==> src/rtl/input_controller.sv <==
// rtl/input_controller.sv - debounced pushbutton front end issuing one-hot game commands
//
// Purpose:
//   Synchronizes and debounces the three active-low DE2 pushbuttons
//   (HIT, STAND, NEW GAME), turns each debounced press into exactly one
//   command and offers it to the game FSM over a valid/ready handshake.
//   Also drives the debounced pressed levels for status LEDs.
//
// Ports:
//   i_clk            system clock (50 MHz)
//   i_rst_n          asynchronous reset, active-low
//   i_key_hit_n      raw HIT button, asynchronous, 0 = pressed
//   i_key_stand_n    raw STAND button, asynchronous, 0 = pressed
//   i_key_new_n      raw NEW GAME button, asynchronous, 0 = pressed
//   i_cmd_ready      game FSM can take a command this cycle
//   o_cmd_valid      a command is offered
//   o_cmd_hit        offered command is HIT
//   o_cmd_stand      offered command is STAND
//   o_cmd_new_game   offered command is NEW GAME
//   o_overrun        one-cycle pulse: at least one press was dropped
//   o_btn_down       debounced pressed levels {new, stand, hit}

module input_controller #(
  parameter int DEBOUNCE_CYCLES = 500000,
  parameter int CNT_W           = 19
) (
  input  logic       i_clk,
  input  logic       i_rst_n,
  input  logic       i_key_hit_n,
  input  logic       i_key_stand_n,
  input  logic       i_key_new_n,
  input  logic       i_cmd_ready,
  output logic       o_cmd_valid,
  output logic       o_cmd_hit,
  output logic       o_cmd_stand,
  output logic       o_cmd_new_game,
  output logic       o_overrun,
  output logic [2:0] o_btn_down
);

  // Key index order everywhere: [2] = new game, [1] = stand, [0] = hit.
  localparam int KEYS = 3;
  localparam logic [CNT_W-1:0] LIMIT = CNT_W'(DEBOUNCE_CYCLES - 1);

  typedef enum logic {S_IDLE, S_PENDING} state_t;

  logic [KEYS-1:0]  w_raw_n;
  logic [KEYS-1:0]  r_sync1;
  logic [KEYS-1:0]  r_sync2;
  logic [KEYS-1:0]  r_stable;
  logic [KEYS-1:0]  r_stable_d;
  logic [KEYS-1:0]  r_btn_down;
  logic [CNT_W-1:0] r_count [KEYS];

  logic [KEYS-1:0]  w_event;
  logic [KEYS-1:0]  w_pick;
  logic             w_multi;

  state_t           r_state;
  logic             r_valid;
  logic             r_overrun;
  logic [KEYS-1:0]  r_cmd;

  assign w_raw_n = {i_key_new_n, i_key_stand_n, i_key_hit_n};

  // Two-flop synchronizer; only r_sync2 feeds the debouncer.
  always_ff @(posedge i_clk or negedge i_rst_n) begin
    if (!i_rst_n) begin
      r_sync1 <= '1;
      r_sync2 <= '1;
    end else begin
      r_sync1 <= w_raw_n;
      r_sync2 <= r_sync1;
    end
  end

  // Per-key debounce: the synchronized level must disagree with the stable
  // level on DEBOUNCE_CYCLES consecutive edges before it is accepted. Any
  // agreement in between restarts the count, which swallows bounces.
  always_ff @(posedge i_clk or negedge i_rst_n) begin
    if (!i_rst_n) begin
      r_stable   <= '1;
      r_stable_d <= '1;
      r_btn_down <= '0;
      for (int k = 0; k < KEYS; k++) begin
        r_count[k] <= '0;
      end
    end else begin
      r_stable_d <= r_stable;
      r_btn_down <= ~r_stable;
      for (int k = 0; k < KEYS; k++) begin
        if (r_sync2[k] == r_stable[k]) begin
          r_count[k] <= '0;
        end else if (r_count[k] == LIMIT) begin
          r_stable[k] <= r_sync2[k];
          r_count[k]  <= '0;
        end else begin
          r_count[k] <= r_count[k] + CNT_W'(1);
        end
      end
    end
  end

  // Press = falling edge of the stable level; releases are ignored.
  assign w_event = r_stable_d & ~r_stable;

  // Highest-priority event: new game > stand > hit.
  always_comb begin
    w_pick = '0;
    if (w_event[2]) begin
      w_pick = 3'b100;
    end else if (w_event[1]) begin
      w_pick = 3'b010;
    end else if (w_event[0]) begin
      w_pick = 3'b001;
    end
  end

  // More than one simultaneous event means the lower ones are lost.
  assign w_multi = (w_event[0] & w_event[1]) |
                   (w_event[0] & w_event[2]) |
                   (w_event[1] & w_event[2]);

  always_ff @(posedge i_clk or negedge i_rst_n) begin
    if (!i_rst_n) begin
      r_state   <= S_IDLE;
      r_valid   <= 1'b0;
      r_cmd     <= '0;
      r_overrun <= 1'b0;
    end else begin
      r_overrun <= 1'b0;
      case (r_state)
        S_IDLE: begin
          if (|w_event) begin
            r_cmd     <= w_pick;
            r_valid   <= 1'b1;
            r_state   <= S_PENDING;
            r_overrun <= w_multi;
          end
        end
        S_PENDING: begin
          if (i_cmd_ready) begin
            // Accepted; an event in the same cycle follows with no gap.
            if (|w_event) begin
              r_cmd     <= w_pick;
              r_overrun <= w_multi;
            end else begin
              r_cmd   <= '0;
              r_valid <= 1'b0;
              r_state <= S_IDLE;
            end
          end else if (|w_event) begin
            // Something is always lost here: either the new event or, when
            // new game preempts, the command it replaces.
            r_overrun <= 1'b1;
            if (w_event[2]) begin
              r_cmd <= 3'b100;
            end
          end
        end
      endcase
    end
  end

  assign o_cmd_valid    = r_valid;
  assign o_cmd_new_game = r_cmd[2];
  assign o_cmd_stand    = r_cmd[1];
  assign o_cmd_hit      = r_cmd[0];
  assign o_overrun      = r_overrun;
  assign o_btn_down     = r_btn_down;

endmodule

==> config.mk <==
export PLATFORM = sky130hd
export DESIGN_NAME = input_controller
export DESIGN_NICKNAME = d
export VERILOG_FILES = /design/src/rtl/input_controller.sv
export SDC_FILE = /design/constraint.sdc
export NUM_CORES = 1
export LEC_CHECK = 0
export ABC_AREA = 1
export CAP_MARGIN = 20
export CORE_AREA = 2 2 88 90
export CTS_BUF_LIST = sky130_fd_sc_hd__clkbuf_4
export DETAILED_ROUTE_END_ITERATION = 10
export DIE_AREA = 0 0 90 92
export GPL_TIMING_DRIVEN = 0
export PLACE_DENSITY_LB_ADDON = 0.25
export SLEW_MARGIN = 10
export SYNTH_ARGS = -nofsm -noshare
export SYNTH_HDL_FRONTEND = slang
export SYNTH_SLANG_ARGS = --single-unit
==> constraint.sdc <==
create_clock -name i_clk -period 3.5 [get_ports i_clk]
set_clock_uncertainty 0.15 [all_clocks]
set_input_delay 0.7 -clock i_clk [delete_from_list [all_inputs] [get_ports i_clk]]
set_output_delay 0.7 -clock i_clk [all_outputs]
set_load 0.02 [all_outputs]
==> impl_summary.log, run 1 <==
[metrics] run status: completed
[metrics] total number of placement rows: 32
[metrics] number of antenna violations at the first check in global routing: 0
[metrics] Residual DRC: 0
[metrics] share of the synthesized area in the top cell type: 39.0%
[metrics] count of vias placed by the detailed router: 3456
[metrics] Worst-Margin Slew: 0.384 ns
[metrics] largest driver fanout on the critical path: 2
[metrics] HP Class: in2async
[metrics] Root Driver: sky130_fd_sc_hd__clkbuf_4
[metrics] Detailed Route Iter0 Violations: 206
[metrics] CTS-repair resized insts: 0
[metrics] top cells by area, synth: sky130_fd_sc_hd__dfrtp_1 (39%), sky130_fd_sc_hd__nor2_1 (12%), sky130_fd_sc_hd__nand2_1 (8.3%), sky130_fd_sc_hd__dfstp_2 (7.4%), sky130_fd_sc_hd__inv_1 (5.8%)
[metrics] Hold Fails Final Rpt: 0
[metrics] adder-cell area share of the yosys netlist: 1.18%
[metrics] via/cell ratio: 5.13
[metrics] initial standard-cell utilization of the core: 56.9%
[metrics] cells traversed along the worst timing path: clkdlybuf4s50_1
[metrics] share of synthesized area spent on multiplexers: 0%
[metrics] grt ovf: 0
[metrics] global-route usage over all layers: 21.7%
[metrics] final count of negative-setup-slack endpoints: 0
[metrics] hold-fix buffer count after cts: 0
[metrics] unrepaired setup endpoints after global routing: false
[metrics] Die Span X: 90 um
[metrics] main combinational cell family by area after synthesis: simple AND/OR/NAND/NOR gates
[metrics] Die Outline Area: 0.00828 mm2
[metrics] Port Buffers: 13
[metrics] simple-gate area share of the yosys netlist: 35.9%
[metrics] Clock transition at path regs: 0.12 ns
[metrics] die span in y: 92 um
[metrics] Worst Path Buf+Inv: 1
[metrics] Yosys warning total: 0
[metrics] met2 routed wirelength: 3910 um
[metrics] maximum level of the CTS H-tree: 3
[metrics] Critical Path AT: 1.43 ns
[metrics] critical setup path kind: reg2out
[metrics] sequential share of the synthesized area: 46.5%
[metrics] via count of the first global-routing pass: 3329
[metrics] CTS tree: yes
[metrics] most common cell after layout, fill and taps aside: sky130_fd_sc_hd__nor2_1
[metrics] number of register bits inferred by synthesis: 78
[metrics] number of routed nets with antenna violations: 0
[metrics] final critical path time including I/O delays and setup: 2.28 ns
[metrics] Mapped Area: 0.00423 mm2
[metrics] maximum capacitance violations: 0
[metrics] biggest cell delay along the critical path: 0.61 ns
[metrics] pin count of the biggest net entering global routing: 53
[metrics] Post-Route M1 WL: 3790 um
[metrics] relative slew slack: 74.4%
[metrics] reported leakage power: 1.98 nW
[metrics] buffer levels on the longest clock path: 2
[metrics] pre-CTS setup slack: 1.43 ns
[metrics] clk sink count: 78
[metrics] weighted congestion reported at the end of routability-driven placement: 0.888
[metrics] top cell family by delay on the critical path: buffers and inverters
[metrics] top-level port count: 14
[metrics] estimated wirelength of the detail-placed design: 6020 um
[metrics] Critical Path End Type: primary output
[metrics] top layer used by detailed routing: met4
[metrics] PnR worst setup slack: 1.22 ns
[metrics] average routed wire per standard cell: 12.3 um
[metrics] total inserted antenna cells: 0
[metrics] global-route wire length before repair: 14700 um
[metrics] post-synthesis cell type count: 31
[metrics] clock latency of the later-clocked register in the worst-skew pair: 0.42 ns
[metrics] Worst EP required: 2.65 ns
[metrics] XOR/XNOR share of the synthesized area: 6.74%
[metrics] worst supply voltage drop on vdd: 0.000313 V
[metrics] number of buffers created by CTS: 9
[metrics] utilization of the core after routing: 62.8%
[metrics] number of buffers added for setup after CTS: 0
[metrics] core box area: 0.00745 mm2
[metrics] Syn Inst Count: 542
[metrics] most area-hungry cell type in the Yosys netlist: sky130_fd_sc_hd__dfrtp_1
[metrics] # nets final: 577
[metrics] Post-Route WL: 8290 um
[metrics] compound-gate portion of the synthesized area: 3.49%
[metrics] highest-count cells in the layout ignoring fill and taps: sky130_fd_sc_hd__nor2_1 (138), sky130_fd_sc_hd__nand2_1 (94), sky130_fd_sc_hd__dfrtp_1 (66), sky130_fd_sc_hd__inv_1 (65), sky130_fd_sc_hd__nand3_1 (42)
[metrics] count of final max-slew check failures: 0
[metrics] achievable frequency: 0.438 GHz
[metrics] Worst setup SP type: register
[metrics] Area Growth Syn to Fin: 10.4%
[metrics] count of TritonRoute iterations in the first routing pass: 5
[metrics] areal power density over the cells: 344 mW/mm2
[metrics] layout cells sized above 1: 14.3%
[metrics] met3 wirelength from detailed routing: 454 um
[metrics] cell with the biggest individual delay on the critical path: sky130_fd_sc_hd__clkdlybuf4s50_1
[metrics] Mapped Avg Cell Area: 7.81 um2
[metrics] portion of the clock cycle consumed by the worst path in the final layout: 65.2%
[metrics] syn nets: 552
==> final cells by class <==
type                            instances  area, um2
Timing Repair Buffer                   14        155
Clock inverter                          5       73.8
Multi-Input combinational cell        394       2000
Tap cell                              102        128
Inverter                               69        259
Fill cell                             664       2770
Buffer                                  1       5.00
Clock buffer                           11       82.6
Sequential cell                        78       1970
==> where the power goes <==
group          switching, mW  total (mW)  internal [mW]  leakage (nW)
sequential            0.0105       0.929          0.918          1.02
combinational         0.0465      0.0709         0.0244         0.866
clock                  0.304       0.606          0.302        0.0883
total                  0.361        1.61           1.24          1.98
==> kinds of logic (layout without fill, tap and decap cells) <==
kind of cell             Yosys count  count (layout)
buffers and inverters             70             100
XOR/XNOR                          30              30
AND/OR/NAND/NOR                  333             333
AO/OA/AOI/OAI                     27              27
flip-flops                        78              78
adder cells (fa/ha/maj)            4               4
==> layer usage <==
metal	track usage, %	vias to the layer above
met1	29.6	1606
met4	8.21	0
li1	-	1727
met2	35.0	109
met3	3.78	14
met5	0	-
==> metrics by stage <==
stage                     TNS [ns]  hold slack (ns)  total power, mW  cell area (um2)  std cells
final                            0           0.0238             1.61             4670        674
after floorplan                  0            0.195            0.975             4230        542
after global routing             0           0.0364             1.67             4670        674
after CTS                        0           0.0191             1.63             4670        674
after detailed placement         0            0.199             1.02             4520        658
after global placement      -73.99            0.196             1.01             4490        657
==> state kept, by name (all words and copies together), names as in the netlist, 3 cells and up <==
register / count
r_count: 57
r_stable_d: 3
r_sync2: 3
r_sync1: 3
r_cmd: 3
o_btn_down: 3
r_stable: 3
==> Yosys cell counts <==
master,instances
sky130_fd_sc_hd__nand2_1,94
sky130_fd_sc_hd__nand4_1,7
sky130_fd_sc_hd__xor2_2,3
sky130_fd_sc_hd__o31ai_2,1
sky130_fd_sc_hd__nor2_4,9
sky130_fd_sc_hd__a31oi_1,1
sky130_fd_sc_hd__inv_1,65
sky130_fd_sc_hd__xnor2_1,9
sky130_fd_sc_hd__a21oi_1,12
sky130_fd_sc_hd__nor2_1,138
sky130_fd_sc_hd__nor3b_2,1
sky130_fd_sc_hd__o21ai_0,8
sky130_fd_sc_hd__inv_2,4
sky130_fd_sc_hd__nand2_2,19
sky130_fd_sc_hd__dfrtp_1,66
sky130_fd_sc_hd__nand3_1,42
sky130_fd_sc_hd__o21bai_1,1
sky130_fd_sc_hd__ha_1,4
sky130_fd_sc_hd__o21ai_1,3
sky130_fd_sc_hd__and3_1,1
sky130_fd_sc_hd__o22ai_1,1
sky130_fd_sc_hd__nand3b_1,2
sky130_fd_sc_hd__nand2_4,1
sky130_fd_sc_hd__dfstp_2,12
sky130_fd_sc_hd__nand3_2,3
sky130_fd_sc_hd__nor3b_1,2
sky130_fd_sc_hd__buf_2,1
sky130_fd_sc_hd__nor2_2,11
sky130_fd_sc_hd__nor3_1,2
sky130_fd_sc_hd__and2_1,1
sky130_fd_sc_hd__xor2_1,18
==> path summary, 6_finish.rpt <==
| check | from | to | slack [ns] | depth (start not counted) |
|---|---|---|---|---|
| setup / recovery | r_cmd[2]$_DFFE_PN0P_ | o_cmd_new_game | 1.22 | 1 |
| hold / removal | i_rst_n | r_count[49]$_DFF_PN0_ | 0.02 | 1 |
| setup reg to reg | r_stable[1]$_DFFE_PN1P_ | r_cmd[0]$_DFFE_PN0P_ | 1.84 | 8 |
| hold reg to reg | r_sync1[0]$_DFF_PN1_ | r_sync2[0]$_DFF_PN1_ | 0.22 | 0 |
| max in group asynchronous | i_rst_n | r_stable[2]$_DFFE_PN1P_ | 2.54 | 2 |
| min in group i_clk | r_sync1[0]$_DFF_PN1_ | r_sync2[0]$_DFF_PN1_ | 0.22 | 0 |
(Power assumes the default switching activity.)
==> inputs of run 2 (changes only) <==
CORE_AREA = 2 2 90 92   (was 2 2 88 90)
DIE_AREA = 0 0 92 94   (was 0 0 90 92)
clock period = 2 ns   (was 3.5 ns; I/O delays follow)
==> impl_summary.log, run 2 (synthesis gave the netlist of run 1 again) <==
[metrics] worst hold slack: 0.206 ns (+0.182 ns)
[metrics] global-route usage over all layers: 22.2% (+0.49 points)
[metrics] relative slew slack: 73.7% (-0.73 points)
[metrics] final count of negative-setup-slack endpoints: 0 (unchanged)
[metrics] Worst-Margin Slew: 0.395 ns (+0.0110 ns)
[metrics] count of TritonRoute iterations in the first routing pass: 4 (-1)
[metrics] Critical Path End Type: primary output
[metrics] fill cell instance count of the final layout: 699 (+5.3%)
[metrics] total inserted antenna cells: 0 (unchanged)
[metrics] top-level port count: 14 (unchanged)
[metrics] Hold Fails Final Rpt: 0 (unchanged)
[metrics] count of vias placed by the detailed router: 3397 (-1.7%)
[metrics] core box area: 0.00761 mm2 (+2.2%)
[metrics] number of antenna violations at the first check in global routing: 0 (unchanged)
[metrics] total number of placement rows: 32 (unchanged)
[metrics] most used routing layer in global routing: met2
[metrics] number of routed nets with antenna violations: 0 (unchanged)
[metrics] Post-Route WL: 8350 um (+0.75%)
[metrics] cell depth of the worst min-delay path: 1
[metrics] clk sink count: 78 (unchanged)
[metrics] maximum level of the CTS H-tree: 3 (unchanged)
[metrics] Worst Reg-to-Reg Cells: 8 (unchanged)
[metrics] global-route wire length before repair: 15100 um (+2.9%)
[metrics] highest-count cells in the layout ignoring fill and taps: sky130_fd_sc_hd__nor2_1 (138), sky130_fd_sc_hd__nand2_1 (94), sky130_fd_sc_hd__dfrtp_1 (66), sky130_fd_sc_hd__inv_1 (65), sky130_fd_sc_hd__nand3_1 (42)
[metrics] grt ovf: 0 (unchanged)
[metrics] met3 layer usage reported by global route: 3.93% (+0.15 points)
[metrics] unrepaired setup endpoints after global routing: false
[metrics] Worst setup SP type: register
[metrics] maximum capacitance violations: 0 (unchanged)
[metrics] flip-flop count of the largest register, all copies and words added: 57 (unchanged)
[metrics] register containing the most flip-flops in the final layout: r_count
[metrics] number of buffers created by CTS: 9 (unchanged)
[metrics] layout cells sized above 1: 14.3% (-0.025 points)
[metrics] # nets final: 578 (+0.17%)
[metrics] Area Growth Syn to Fin: 10.3% (about the same)
[metrics] areal power density over the cells: 576 mW/mm2 (+68%)
[metrics] Detailed Route Iter0 Violations: 152 (-26%)
[metrics] Die Outline Area: 0.00865 mm2 (+4.4%)
[metrics] estimated wirelength of the detail-placed design: 6270 um (+4.2%)
[metrics] via/cell ratio: 5.03 (-1.9%)
[metrics] average routed wire per standard cell: 12.4 um (+0.60%)
[metrics] Residual DRC: 0 (unchanged)
[metrics] most common cell after layout, fill and taps aside: sky130_fd_sc_hd__nor2_1
[metrics] biggest cell delay along the critical path: 0.61 ns (about the same)
[metrics] met1 Resource Use GR: 29.4% (-0.18 points)
[metrics] worst supply voltage drop on vdd: 0.000425 V (+36%)
[metrics] top cell family by delay on the critical path: buffers and inverters
[metrics] HP Class: in2reg
[metrics] achievable frequency: 0.516 GHz
[metrics] cells traversed along the worst timing path: clkdlybuf4s50_1
[metrics] Critical Path AT: 1.39 ns (-0.04 ns)
[metrics] number of buffers added for setup after CTS: 0 (unchanged)
[metrics] Die Span X: 92 um (+2.2%)
[metrics] initial standard-cell utilization of the core: 55.7% (-1.2 points)
[metrics] portion of the clock cycle consumed by the worst path in the final layout: 96.9%
[metrics] reported leakage power: 2.02 nW (+2.3%)
[metrics] utilization of the core after routing: 61.4% (-1.3 points)
[metrics] cell with the biggest individual delay on the critical path: sky130_fd_sc_hd__clkdlybuf4s50_1
[metrics] clock latency of the later-clocked register in the worst-skew pair: 0.43 ns (about the same)
[metrics] cell count along the critical path: 1 (unchanged)
[metrics] weighted congestion reported at the end of routability-driven placement: 0.910 (+2.5%)
[metrics] pin count of the biggest net entering global routing: 52 (-1.9%)
[metrics] CTS tree: yes
[metrics] grt met2 use: 37.1% (+2.2 points)
[metrics] critical setup path kind: reg2out
[metrics] run status: completed
[metrics] Worst Path Buf+Inv: 1 (unchanged)
[metrics] crit path launch: o_btn_down[0]$_DFF_PN0_
[metrics] startpoint of the worst hold path: i_key_hit_n
[metrics] Worst EP required: 1.45 ns (-1.20 ns)
[metrics] overall power after layout: 2.69 mW (+68%)
[metrics] final critical path time including I/O delays and setup: 1.94 ns
[metrics] largest driver fanout on the critical path: 1 (-1)
[metrics] via count of the first global-routing pass: 3360 (+0.93%)
[metrics] Port Buffers: 13 (unchanged)
[metrics] count of final max-slew check failures: 0 (unchanged)
[metrics] die span in y: 94 um (+2.2%)
[metrics] buffer levels on the longest clock path: 2 (unchanged)
[metrics] Clock transition at path regs: 0.14 ns (+0.02 ns)
[metrics] worst r2r src: r_stable[1]$_DFFE_PN1P_
[metrics] Root Driver: sky130_fd_sc_hd__clkbuf_4
## run 2: stage by stage
stage	cells	setup TNS, ns	setup WS, ns	cell area, um2
floorplan	542	0	0.500	4230
global placement	657	-171.84	-2.35	4490
detailed placement	658	0	0.200	4520
CTS	675	0	0.00748	4660
global route	675	0	0.00249	4670
finish	675	0	0.0623	4670
## run 2: final timing paths
check	endpoint	slack, ns
worst max register to register	r_cmd[0]$_DFFE_PN0P_	0.29
worst max-delay path	o_btn_down[0]	0.06
worst min-delay path	r_sync1[0]$_DFF_PN1_	0.21
max in group asynchronous	r_sync2[2]$_DFF_PN1_	0.78
worst min register to register	r_sync2[1]$_DFF_PN1_	0.21
min in group asynchronous	r_count[49]$_DFF_PN0_	0.28
## run 2: timing repair
item | 4_1_cts | 5_1_grt
hold buffers | 1 | 0
setup endpoints to repair | 1 | 3
endpoints found under the hold margin | 21 | 0
gates resized for setup | 1 | 3
## run 2: power breakdown
| group | total [mW] | switching (mW) | leakage (nW) | internal, mW |
|---|---|---|---|---|
| registers | 1.63 | 0.0179 | 1.02 | 1.61 |
| clock network | 0.944 | 0.550 | 0.0740 | 0.393 |
| logic | 0.124 | 0.0820 | 0.926 | 0.0417 |
## run 2: final cells by class
cell class              instances  area, um2  share of cell area (%)
plain buffers                   1       5.00                   0.107
clock buffers                  10       75.1                    1.61
clock inverters                 6       63.8                    1.37
inverters                      69        259                    5.54
multi-input cells             394       2000                    42.9
flip-flops and latches         78       1970                    42.1
well taps                     102        128                    2.73
repair buffers                 15        171                    3.67
## run 2: metal layers
layer	wire (um)	share of wire, %
met5	0	0
met4	122	1.5
met3	283	3.4
met2	3970	48
met1	3980	48
==> inputs of run 3 (changes only) <==
CELL_PAD_IN_SITES_DETAIL_PLACEMENT = 1   (was unset)
CELL_PAD_IN_SITES_GLOBAL_PLACEMENT = 2   (was unset)
CORE_AREA = 2 2 115 117   (was 2 2 90 92)
DIE_AREA = 0 0 117 119   (was 0 0 92 94)
==> impl_summary.log, run 3 (synthesis gave the netlist of run 1 again) <==
[metrics] overall power after layout: 2.88 mW (+7.0%)
[metrics] Critical Path AT: 1.23 ns (-0.16 ns)
[metrics] Die Span X: 117 um (+27%)
[metrics] Root Driver: sky130_fd_sc_hd__clkbuf_4
[metrics] Total Neg Setup Slack: 0 ns (unchanged)
[metrics] Worst-Margin Slew: 0.454 ns (+0.0596 ns)
[metrics] weighted congestion reported at the end of routability-driven placement: 0.803 (-12%)
[metrics] clk sink count: 78 (unchanged)
[metrics] Worst EP required: 1.45 ns (about the same)
[metrics] count of vias placed by the detailed router: 3415 (+0.53%)
[metrics] layout cells sized above 1: 14.5% (+0.17 points)
[metrics] CTS tree: yes
[metrics] top-level port count: 14 (unchanged)
[metrics] achievable frequency: 0.562 GHz (+8.9%)
[metrics] final non-filler cell area: 0.00478 mm2 (+2.3%)
[metrics] via/cell ratio: 4.55 (-9.5%)
[metrics] Die Outline Area: 0.0139 mm2 (+61%)
[metrics] maximum level of the CTS H-tree: 3 (unchanged)
[metrics] PnR worst setup slack: 0.220 ns (+0.158 ns)
[metrics] number of buffers created by CTS: 9 (unchanged)
[metrics] Residual DRC: 0 (unchanged)
[metrics] clock latency of the later-clocked register in the worst-skew pair: 0.46 ns (+0.03 ns)
[metrics] unrepaired setup endpoints after global routing: false
[metrics] Area Growth Syn to Fin: 12.9%
[metrics] pin count of the biggest net entering global routing: 49 (-5.8%)
[metrics] biggest cell delay along the critical path: 0.44 ns (-0.17 ns)
[metrics] Hold Fails Final Rpt: 0 (unchanged)
[metrics] Port Buffers: 13 (unchanged)
[metrics] Worst setup SP type: register
[metrics] worst supply voltage drop on vdd: 0.000376 V (-12%)
[metrics] number of buffers added for setup after CTS: 0 (unchanged)
[metrics] register containing the most flip-flops in the final layout: r_count
[metrics] average routed wire per standard cell: 13.8 um (+11%)
[metrics] maximum capacitance violations: 0 (unchanged)
[metrics] flip-flop count of the largest register, all copies and words added: 57 (unchanged)
[metrics] HP Class: in2reg
[metrics] critical setup path kind: reg2out
[metrics] most common cell after layout, fill and taps aside: sky130_fd_sc_hd__nor2_1
[metrics] largest driver fanout on the critical path: 2 (+1)
[metrics] global-route usage over all layers: 16.7% (-5.5 points)
[metrics] grt ovf: 0 (unchanged)
[metrics] total number of placement rows: 42 (+31%)
[metrics] core box area: 0.0129 mm2 (+69%)
[metrics] # nets final: 578 (unchanged)
[metrics] pre-CTS setup slack: 0.162 ns (-0.0375 ns)
[metrics] reported leakage power: 2.00 nW (-1.3%)
[metrics] count of TritonRoute iterations in the first routing pass: 4 (unchanged)
[metrics] Worst Path Buf+Inv: 1 (unchanged)
[metrics] highest-count cells in the layout ignoring fill and taps: sky130_fd_sc_hd__nor2_1 (138), sky130_fd_sc_hd__nand2_1 (94), sky130_fd_sc_hd__dfrtp_1 (66), sky130_fd_sc_hd__inv_1 (65), sky130_fd_sc_hd__nand3_1 (42)
[metrics] estimated wirelength of the detail-placed design: 7830 um (+25%)
[metrics] buffer levels on the longest clock path: 2 (unchanged)
[metrics] number of routed nets with antenna violations: 0 (unchanged)
[metrics] areal power density over the cells: 603 mW/mm2 (+4.6%)
[metrics] count of final max-slew check failures: 0 (unchanged)
[metrics] portion of the clock cycle consumed by the worst path in the final layout: 89.0% (-7.9 points)
[metrics] global-route wire length before repair: 17900 um (+18%)
[metrics] Clock transition at path regs: 0.13 ns (about the same)
[metrics] Detailed Route Iter0 Violations: 128 (-16%)
[metrics] instance area after placement: 0.00461 mm2 (+2.0%)
[metrics] final count of negative-setup-slack endpoints: 0 (unchanged)
[metrics] die span in y: 119 um (+27%)
[metrics] final critical path time including I/O delays and setup: 1.78 ns (-0.158 ns)
[metrics] cell with the biggest individual delay on the critical path: sky130_fd_sc_hd__dfrtp_1
[metrics] relative slew slack: 69.7% (-4.0 points)
[metrics] cells traversed along the worst timing path: dlygate4sd2_1
[metrics] number of antenna violations at the first check in global routing: 1 (+1)
[metrics] initial standard-cell utilization of the core: 32.9% (-23 points)
[metrics] Post-Route WL: 10300 um (+24%)
[metrics] Critical Path End Type: primary output
[metrics] via count of the first global-routing pass: 3628 (+8.0%)
[metrics] run status: completed
[metrics] top cell family by delay on the critical path: flip-flops
-- run 3: area by class of cell --
cell class	instances	area [um2]
antenna	1	2.50
buffer	1	5.00
clock buffer	10	75.1
clock inverter	6	86.3
fill	1606	8090
inverter	69	259
multi-input combinational	394	2000
sequential	78	1970
tap	176	220
timing repair buffer	15	163
-- run 3: repair_timing --
item / 4_1_cts / 5_1_grt
hold endpoints to repair: 26 / 0
hold buffers: 1 / 0
endpoints found under the setup margin: 6 / 2
resized for setup: 6 / 2
-- run 3: path summary, 6_finish.rpt --
check	startpoint	slack, ns	cells past startpoint	to
worst max-delay path	r_cmd[1]$_DFFE_PN0P_	0.22	1	o_cmd_stand
worst min-delay path	i_key_hit_n	0.19	1	r_sync1[0]$_DFF_PN1_
worst max register to register	r_stable[1]$_DFFE_PN1P_	0.30	8	r_cmd[2]$_DFFE_PN0P_
worst min register to register	r_sync1[1]$_DFF_PN1_	0.22	0	r_sync2[1]$_DFF_PN1_
max in group asynchronous	i_rst_n	0.78	3	r_sync2[1]$_DFF_PN1_
min in group asynchronous	i_rst_n	0.26	2	r_count[14]$_DFF_PN0_
-- run 3: where the power goes --
part	leakage, nW	internal (mW)	switching [mW]
clock	0.0864	0.518	0.608
sequential	1.02	1.61	0.0187
combinational	0.888	0.0411	0.0875
total	2.00	2.17	0.714
-- run 3: layer usage --
layer,vias to the layer above,track usage (%),share of wire [%]
met5,-,0,0
met4,0,5.29,1.5
met3,9,3.36,1.9
met2,19,26.8,48
met1,1657,22.5,49
li1,1730,-,-
-- run 3: metrics by stage --
| stage | hold slack [ns] | instances | utilization (%) |
|---|---|---|---|
| finish | 0.188 | 750 | 37.1 |
| global route | 0.139 | 750 | 37.1 |
| CTS | 0.162 | 749 | 37.1 |
| detailed placement | 0.197 | 732 | 35.8 |
| global placement | 0.196 | 731 | 35.6 |
| floorplan | -0.0456 | 542 | - |
